## config.mk

```make
export PLATFORM = sky130hd
export DESIGN_NAME = command_dispatcher
export DESIGN_NICKNAME = d
export VERILOG_FILES = /design/src/rtl/command_dispatcher.sv
export SDC_FILE = /design/constraint.sdc
export NUM_CORES = 1
export LEC_CHECK = 0
export ABC_AREA = 1
export CORE_UTILIZATION = 43
export DETAILED_ROUTE_END_ITERATION = 10
export HOLD_SLACK_MARGIN = 0.05
export MAX_ROUTING_LAYER = met4
export PLACE_DENSITY = 0.8
export RECOVER_POWER = 100
export SLEW_MARGIN = 40
export SYNTH_ARGS = -nofsm -noshare
export SYNTH_HDL_FRONTEND = slang
export SYNTH_SLANG_ARGS = --single-unit
```

## constraint.sdc

```tcl
create_clock -name clk -period 1.6 [get_ports clk]
set_input_delay 0.4 -clock clk [delete_from_list [all_inputs] [get_ports clk]]
set_output_delay 0.4 -clock clk [all_outputs]
set_load 0.005 [all_outputs]
```

## src/rtl/command_dispatcher.sv

```systemverilog
`timescale 1ns/1ps
`default_nettype none
// ============================================================================
// Module   : command_dispatcher
// Purpose  : Decodes changes of a host command register into step requests,
//            a memory-clear request and halt/abort pulses. In pulse mode
//            (HANDSHAKE=0) every request is a one-cycle strobe. In handshake
//            mode (HANDSHAKE=1) a request is held until acknowledged or until
//            its wait counter expires, and only one request may be pending.
//
// Ports    : clk                    - single clock, rising edge
//            reset                  - synchronous, active-high
//            command                - command code from host register
//            go[NUM_CH]             - per-channel step request
//            go_ack[NUM_CH]         - per-channel acknowledge
//            request_clear_mem      - memory clear request
//            request_clear_mem_ack  - memory clear acknowledge
//            test_halt              - one-cycle halt pulse
//            test_abort             - one-cycle abort pulse
//            busy                   - a request is pending
//            timeout_err            - sticky acknowledge-timeout flag
//            reject                 - one-cycle pulse, command discarded
//
// Revision : 1.0 - initial release
// ============================================================================
module command_dispatcher #(
    parameter int CMD_WIDTH   = 8,
    parameter int NUM_CH      = 4,
    parameter int HANDSHAKE   = 1,
    parameter int TIMEOUT     = 1000,
    parameter int CMD_NULL    = 0,
    parameter int CMD_CLEAR   = 1,
    parameter int CMD_HALT    = 2,
    parameter int CMD_ABORT   = 3,
    parameter int CMD_CH_BASE = 4
) (
    input  logic                 clk,
    input  logic                 reset,
    input  logic [CMD_WIDTH-1:0] command,
    output logic [NUM_CH-1:0]    go,
    input  logic [NUM_CH-1:0]    go_ack,
    output logic                 request_clear_mem,
    input  logic                 request_clear_mem_ack,
    output logic                 test_halt,
    output logic                 test_abort,
    output logic                 busy,
    output logic                 timeout_err,
    output logic                 reject
);

    localparam int                 c_CNT_W    = (TIMEOUT > 1) ? $clog2(TIMEOUT) : 1;
    localparam logic [c_CNT_W-1:0] c_CNT_LAST = c_CNT_W'(TIMEOUT - 1);
    localparam logic [c_CNT_W-1:0] c_CNT_ONE  = c_CNT_W'(1);

    // Per-request handshake state; each bit of r_go / r_clr is one FSM.
    localparam logic [0:0] c_IDLE = 1'b0;
    localparam logic [0:0] c_PEND = 1'b1;

    logic [CMD_WIDTH-1:0] r_cmd_prev;
    logic [NUM_CH-1:0]    r_go;
    logic                 r_clr;
    logic                 r_halt;
    logic                 r_abort;
    logic                 r_busy;
    logic                 r_terr;
    logic                 r_reject;
    logic [c_CNT_W-1:0]   r_cnt;

    logic                 w_event;
    logic                 w_is_null;
    logic                 w_is_clear;
    logic                 w_is_halt;
    logic                 w_is_abort;
    logic [NUM_CH-1:0]    w_ch_hit;
    logic                 w_is_ch;
    logic                 w_pending;
    logic                 w_ack_hit;

    logic [NUM_CH-1:0]    w_go_nxt;
    logic                 w_clr_nxt;
    logic                 w_halt_nxt;
    logic                 w_abort_nxt;
    logic                 w_busy_nxt;
    logic                 w_terr_nxt;
    logic                 w_reject_nxt;
    logic [c_CNT_W-1:0]   w_cnt_nxt;

    // ------------------------------------------------------------------
    // Command decode: only a change of the register value is an event.
    // ------------------------------------------------------------------
    assign w_event    = (command != r_cmd_prev);
    assign w_is_null  = (command == CMD_WIDTH'(CMD_NULL));
    assign w_is_clear = (command == CMD_WIDTH'(CMD_CLEAR));
    assign w_is_halt  = (command == CMD_WIDTH'(CMD_HALT));
    assign w_is_abort = (command == CMD_WIDTH'(CMD_ABORT));

    always_comb begin
        w_ch_hit = '0;
        for (int k = 0; k < NUM_CH; k++) begin
            if (command == CMD_WIDTH'(CMD_CH_BASE + k)) begin
                w_ch_hit[k] = 1'b1;
            end
        end
    end

    assign w_is_ch   = |w_ch_hit;
    assign w_pending = (|r_go) | r_clr;
    // Acks on lines whose request is low are masked out here.
    assign w_ack_hit = (|(r_go & go_ack)) | (r_clr & request_clear_mem_ack);

    // ------------------------------------------------------------------
    // Next-state logic
    // ------------------------------------------------------------------
    always_comb begin
        w_go_nxt     = r_go;
        w_clr_nxt    = r_clr;
        w_cnt_nxt    = r_cnt;
        w_terr_nxt   = r_terr;
        w_halt_nxt   = 1'b0;
        w_abort_nxt  = 1'b0;
        w_reject_nxt = 1'b0;

        if (HANDSHAKE == 0) begin
            // Pulse mode: requests never persist beyond one cycle.
            w_go_nxt  = '0;
            w_clr_nxt = c_IDLE;
            w_cnt_nxt = '0;
        end else if (w_pending) begin
            // Ack is checked before the limit so an ack on the last wait
            // cycle completes normally without flagging a timeout.
            if (w_ack_hit) begin
                w_go_nxt  = '0;
                w_clr_nxt = c_IDLE;
                w_cnt_nxt = '0;
            end else if (r_cnt == c_CNT_LAST) begin
                w_go_nxt   = '0;
                w_clr_nxt  = c_IDLE;
                w_cnt_nxt  = '0;
                w_terr_nxt = 1'b1;
            end else begin
                w_cnt_nxt = r_cnt + c_CNT_ONE;
            end
        end

        if (w_event) begin
            if (w_is_halt) begin
                w_halt_nxt = 1'b1;
            end else if (w_is_abort) begin
                w_abort_nxt = 1'b1;
                if (HANDSHAKE != 0) begin
                    // Abort cancels everything, including a timeout that
                    // would have expired in this same cycle.
                    w_go_nxt   = '0;
                    w_clr_nxt  = c_IDLE;
                    w_cnt_nxt  = '0;
                    w_terr_nxt = r_terr;
                end
            end else if (w_is_clear) begin
                if (r_busy) begin
                    w_reject_nxt = 1'b1;
                end else begin
                    w_abort_nxt = 1'b1;
                    w_terr_nxt  = 1'b0;
                    w_clr_nxt   = c_PEND;
                    w_cnt_nxt   = '0;
                end
            end else if (w_is_ch) begin
                if (r_busy) begin
                    w_reject_nxt = 1'b1;
                end else begin
                    w_go_nxt  = w_ch_hit;
                    w_cnt_nxt = '0;
                end
            end else if (!w_is_null) begin
                w_reject_nxt = 1'b1;
            end
        end

        w_busy_nxt = (HANDSHAKE != 0) ? ((|w_go_nxt) | w_clr_nxt) : 1'b0;
    end

    // ------------------------------------------------------------------
    // Registers
    // ------------------------------------------------------------------
    always_ff @(posedge clk) begin
        if (reset) begin
            r_cmd_prev <= CMD_WIDTH'(CMD_NULL);
            r_go       <= '0;
            r_clr      <= c_IDLE;
            r_halt     <= 1'b0;
            r_abort    <= 1'b0;
            r_busy     <= 1'b0;
            r_terr     <= 1'b0;
            r_reject   <= 1'b0;
            r_cnt      <= '0;
        end else begin
            r_cmd_prev <= command;
            r_go       <= w_go_nxt;
            r_clr      <= w_clr_nxt;
            r_halt     <= w_halt_nxt;
            r_abort    <= w_abort_nxt;
            r_busy     <= w_busy_nxt;
            r_terr     <= w_terr_nxt;
            r_reject   <= w_reject_nxt;
            r_cnt      <= w_cnt_nxt;
        end
    end

    assign go                = r_go;
    assign request_clear_mem = r_clr;
    assign test_halt         = r_halt;
    assign test_abort        = r_abort;
    assign busy              = r_busy;
    assign timeout_err       = r_terr;
    assign reject            = r_reject;

endmodule
`default_nettype wire

```

; ---- Yosys cells after proc, flatten, opt, wreduce, memory -nomap -nowiden
; Index checks and enable logic that the tools add are counted.
[classes]
reduce_logical = 8
muxes = 46
add_sub_neg = 1
bitwise = 6
eq_ne = 10
[op_table]
columns = cell, n
row1 = $mux W10, 9
row2 = $mux W4, 9
row3 = $eq A8 B3 Y1 const B, 4
row4 = $mux W1, 28
row5 = $reduce_or A4 Y1, 5
row6 = $eq A8 B2 Y1 const B, 2
row7 = $add A10 B1 Y10 const B, 1
row8 = $eq A10 B10 Y1 const B, 1
row9 = $eq A8 B1 Y1 const B, 1
row10 = $logic_not A8 Y1, 1
row11 = $ne A8 B8 Y1, 1
row12 = $and A4 B4 Y4, 1
row13 = $ne A3 B3 Y1 const B, 1
row14 = $or A1 B1 Y1, 3
row15 = $reduce_or A3 Y1, 1
row16 = $reduce_or A2 Y1, 1
row17 = $and A1 B1 Y1, 1
row18 = $not A1 Y1, 1
[totals]
regBits = 28
output_inout_bits = 10

; ---- Depth between registers and ports, before layout
[depth]
depth_word = 13
mapped_depth = 14
mapped_depth_nobuf = 13

; ---- Worst setup path after synthesis
; No wires, ideal clock.
[synth_timing]
path_kind = reg-to-reg
from = register r_cnt[0]
to = register r_busy, in the netlist busy
stages_incl_launch_ff = 13
setup_ps = 128
n_path_buf = 0
arrival_time_ps = 1393
setup_slack_ps = 79
path_cell_list = dfxtp_1 > ha_1 > nand2_1 > nor3_1 > nand3_2 > nand2_1 > nor2_1 > nand2_1 > nand2_1 > nand2_1 > nand2_1 > nor2_1 > a21oi_1
[synth_via]
elab_chain_len = 12
elab_cells_between_ends = 20
classes_between = eq/ne: 1 / mux: 17 / bitwise: 1 / reduce/logical: 1
[synth_rtl]
columns = item, line_no
row1 = "start, declared", 67  ; logic [c_CNT_W-1:0] r_cnt;
row2 = "start signal, assigned", 205  ; r_cnt <= w_cnt_nxt;
row3 = $eq A10 B10 Y1 (*), 135  ; end else if (r_cnt == c_CNT_LAST) begin
row4 = $mux W4, 135
row5 = $mux W4, 131  ; if (w_ack_hit) begin
row6 = $mux W4, 128  ; end else if (w_pending) begin
row7 = $mux W4, 168  ; if (r_busy) begin
row8 = $mux W4, 167  ; end else if (w_is_ch) begin
row9 = $mux W4, 158  ; end else if (w_is_clear) begin
row10 = $mux W4, 148  ; end else if (w_is_abort) begin
row11 = $mux W4, 146  ; if (w_is_halt) begin
row12 = $mux W4, 145  ; if (w_event) begin
row13 = $reduce_or A4 Y1, 179  ; w_busy_nxt = (HANDSHAKE != 0) ? ((|w_go_nxt) | w_clr_nxt) : 1'b0;
row14 = $or A1 B1 Y1 (*), 179
row15 = "end signal, assigned", 202  ; r_busy <= w_busy_nxt;
row16 = "end, declared", 64  ; logic r_busy;
; Mark *: on every way between the ends. The rest lies on a longest branch, timed or not.
; A chain may end at the register's enable or synchronous reset.

; ---- Worst setup path after layout
[layout_timing]
from = register r_cnt[1]
to = register r_busy, in the netlist busy
; Same word-level chain as after synthesis.

==> out/metrics.cfg <==
[flow_run]
cap_violations = 0

[yosys]
seq_area_frac_synth_pct = 36.33
synth_fp_nets = 253
synthArstFlopShare_pct = 0
ys.flop_type = dfxtp_1
postSynthCellCount = 237
syn_avg_cell_area_um2 = 6.509
synth.distinct_cells = 33
synth-seq-cells = 28
synth_edf_count = 0
yosysWarnings = 0
netlist_area_um2 = 1543

[place]
gp_congestion = 0.8503
dp_hpwl_um = 2610
port_buffers = 24

[power_and_ir_drop]
p_seq_share_pct = 56.6
intPower_mw = 0.9425
power_frac_clock_pct = 28.7
swShare_pct = 25.80
irDropWorstVdd_mv = 0.2879
power.leakage_nw = 1.215
power_switching_mw = 0.3278
powerDensity_nw_per_um2 = 534.0
p_comb_share_pct = 14.7
p_total_mw = 1.270

[sta]
holdWs_ns = 0.4375
setup_viol = 1
timing.final.crit_share_pct = 107.9
maxSlewHeadroom_pct = 79.98
hold_violations = 0
max_freq_ghz = 0.5794
fin_worst_skew_ns = 0.002225
slew_violations = 0
rsz0062_at_grt = yes
fin_crit_ns = 1.726
tightest_slew_ns = 0.2995
fin_ws_ns = -0.1259

[drt]
drtIter0Drc = 122
dr_total_vias = 1812
final_antenna_net_count = 0
wl_per_cell_um = 12.76
drc = 0
wl_um = 4569
vias_per_cell = 5.061
first_pass_iters = 4

[clock_network]
cts.sinks = 28
clock_latency_ns = 0.34
numCtsBuffers = 3
cts.clk_slew.worst_paths_ns = 0.15
clockBufferDepth = 2
cts_root_buf = clkbuf_4
htreeDepth = 1
cts_tree = yes
hold_buffers = 0

[floorplanning]
die_height_um = 61.90
io-pin-count = 25
rows = 21
core_um2 = 3390
die_area_um2 = 3831
die_w_um = 61.90
start_util_pct = 45.51

[setup_path]
cp_num_buf_inv = 0
critical_path.cell_chain = ha_4 > nand2_4 > nor3_4 > nand3_4 > nand2_2 > nor2_1 > nand2_1 > nand2_1 > nand2_1 > nand2_1 > nor2_1 > a21oi_1
cp.arrival_ns = 1.98
worstPathMaxFanout = 7
crit_top_cell = nand2_1
end_kind = flop
cp.required_ns = 1.85
path_delay_family = simple AND/OR/NAND/NOR gates
crit_slowest_cell = dfxtp_2
cp-start-kind = flop
crit_type = flop to flop
path_depth = 12
r2r_cells = 12
critPathMaxStageDelay_ns = 0.38

[global_route]
use_met2_pct = 34.56
grt_antenna_before_repair = 0
grt_pass1_vias = 1468
overflow = 0
met1_usage_pct = 30.04
grt_max_degree = 17
busiest_layer = met2
grt_pass1_wl_um = 6189
grt_use_total_pct = 22.25
grtUsageMet3_pct = 2.692

[finish]
final_common_cell = nand2_1
final_cell_mix = nand2_1 (63), buf_4 (46), nor2_1 (38), inv_1 (21), dfxtp_1 (18)
drive_gt1_share_pct = 34.29
fill_cells = 259
areaGrowthSynthToFinish_pct = 54.18
diodes = 0
nets = 329

[min_path]
min_path_cells = 3
min_path_type = input pin to flop

[run_status]
violations = negative setup slack
status = finished with violations

[cell type report]
cell class | count | area [µm²] | area share, %
tap | 46 | 57.56 | 2.420
multi-input combinational | 177 | 959.7 | 40.35
inverter | 29 | 113.9 | 4.787
sequential | 28 | 575.6 | 24.20
timing repair buffer | 74 | 635.6 | 26.72
clock buffer | 4 | 36.28 | 1.526
[timing repair]
action	4_1_cts	5_1_grt
setup endpoints to repair	25	25
buffers inserted	10	7
resized for setup	23	41
pin swaps	7	21
endpoints found under the hold margin	0	0
[routing by layer]
| layer | share of wire [%] | up-vias |
|---|---|---|
| li1 | - | 899 |
| met1 | 45 | 820 |
| met2 | 46 | 78 |
| met3 | 5.7 | 15 |
| met4 | 3.1 | 0 |
| met5 | 0 | - |
[through the flow]
stage               setup TNS [ns]  utilization, %  cells  worst slack [ns]  instance area, µm²
floorplan                        0               -    237           0.07904                1543
global placement            -8.237           61.06    337           -0.4906                2069
detailed placement          -8.979           61.06    337           -0.5182                2069
CTS                       -0.02205           64.75    351          -0.02205                2195
global route                -1.036           70.17    358           -0.2640                2379
finish                     -0.1259           70.17    358           -0.1259                2379
[kinds of logic (layout without fill, tap and decap cells)]
kind of cell / after synthesis / after routing / synth area share, %
AO/OA/AOI/OAI: 28 / 28 / 11.52
flip-flops: 28 / 28 / 36.33
AND/OR/NAND/NOR: 142 / 142 / 39.66
XOR/XNOR: 6 / 6 / 3.406
adder cells (fa/ha/maj): 1 / 1 / 0.8109
buffers and inverters: 32 / 107 / 8.273
[power by group through the flow]
| stage | clock network, mW | registers (mW) | logic (mW) |
|---|---|---|---|
| floorplan | 0 | 0.734 | 0.0832 |
| global placement | 0 | 0.735 | 0.170 |
| detailed placement | 0 | 0.736 | 0.173 |
| CTS | 0.361 | 0.718 | 0.171 |
| global route | 0.391 | 0.720 | 0.204 |
| finish | 0.365 | 0.719 | 0.186 |
[synthesized netlist by cell type, types with 2 or more instances]
master | number | area [µm²]
nand2_1 | 71 | 266.5
nor2_1 | 42 | 157.7
dfxtp_1 | 28 | 560.5
inv_1 | 22 | 82.58
a21oi_1 | 8 | 40.04
inv_2 | 7 | 26.28
nand3_1 | 7 | 35.03
nor2_2 | 6 | 37.54
xnor2_1 | 5 | 43.79
nand2_2 | 4 | 25.02
nor3_1 | 4 | 20.02
o21ai_0 | 4 | 20.02
o21ai_1 | 4 | 20.02
a22oi_1 | 3 | 22.52
clkbuf_1 | 2 | 7.510
nor3b_1 | 2 | 15.01
o22ai_1 | 2 | 12.51
[state kept, by name, summed over array words and instances (netlist names)]
register,count
busy,1
go,4
r_cmd_prev,8
r_cnt,10
request_clear_mem,1
test_halt,1
reject,1
timeout_err,1
test_abort,1
[worst register-to-register path, delay by kind of cell, from the launching register on]
kind / cells / cell delay [ns]
flip-flops: 1 / 0.38
AO/OA/AOI/OAI: 1 / 0.07
AND/OR/NAND/NOR: 10 / 1.03
adder cells (fa/ha/maj): 1 / 0.16
[final timing paths]
check                                 from       endpoint  slack [ns]
worst max register to register    r_cnt[1]           busy       -0.13
worst min register to register    r_cnt[9]       r_cnt[9]        0.57
worst max-delay path              r_cnt[1]           busy       -0.13
worst min-delay path            command[5]  r_cmd_prev[5]        0.44
No activity file was read; power rests on OpenSTA's default activity.
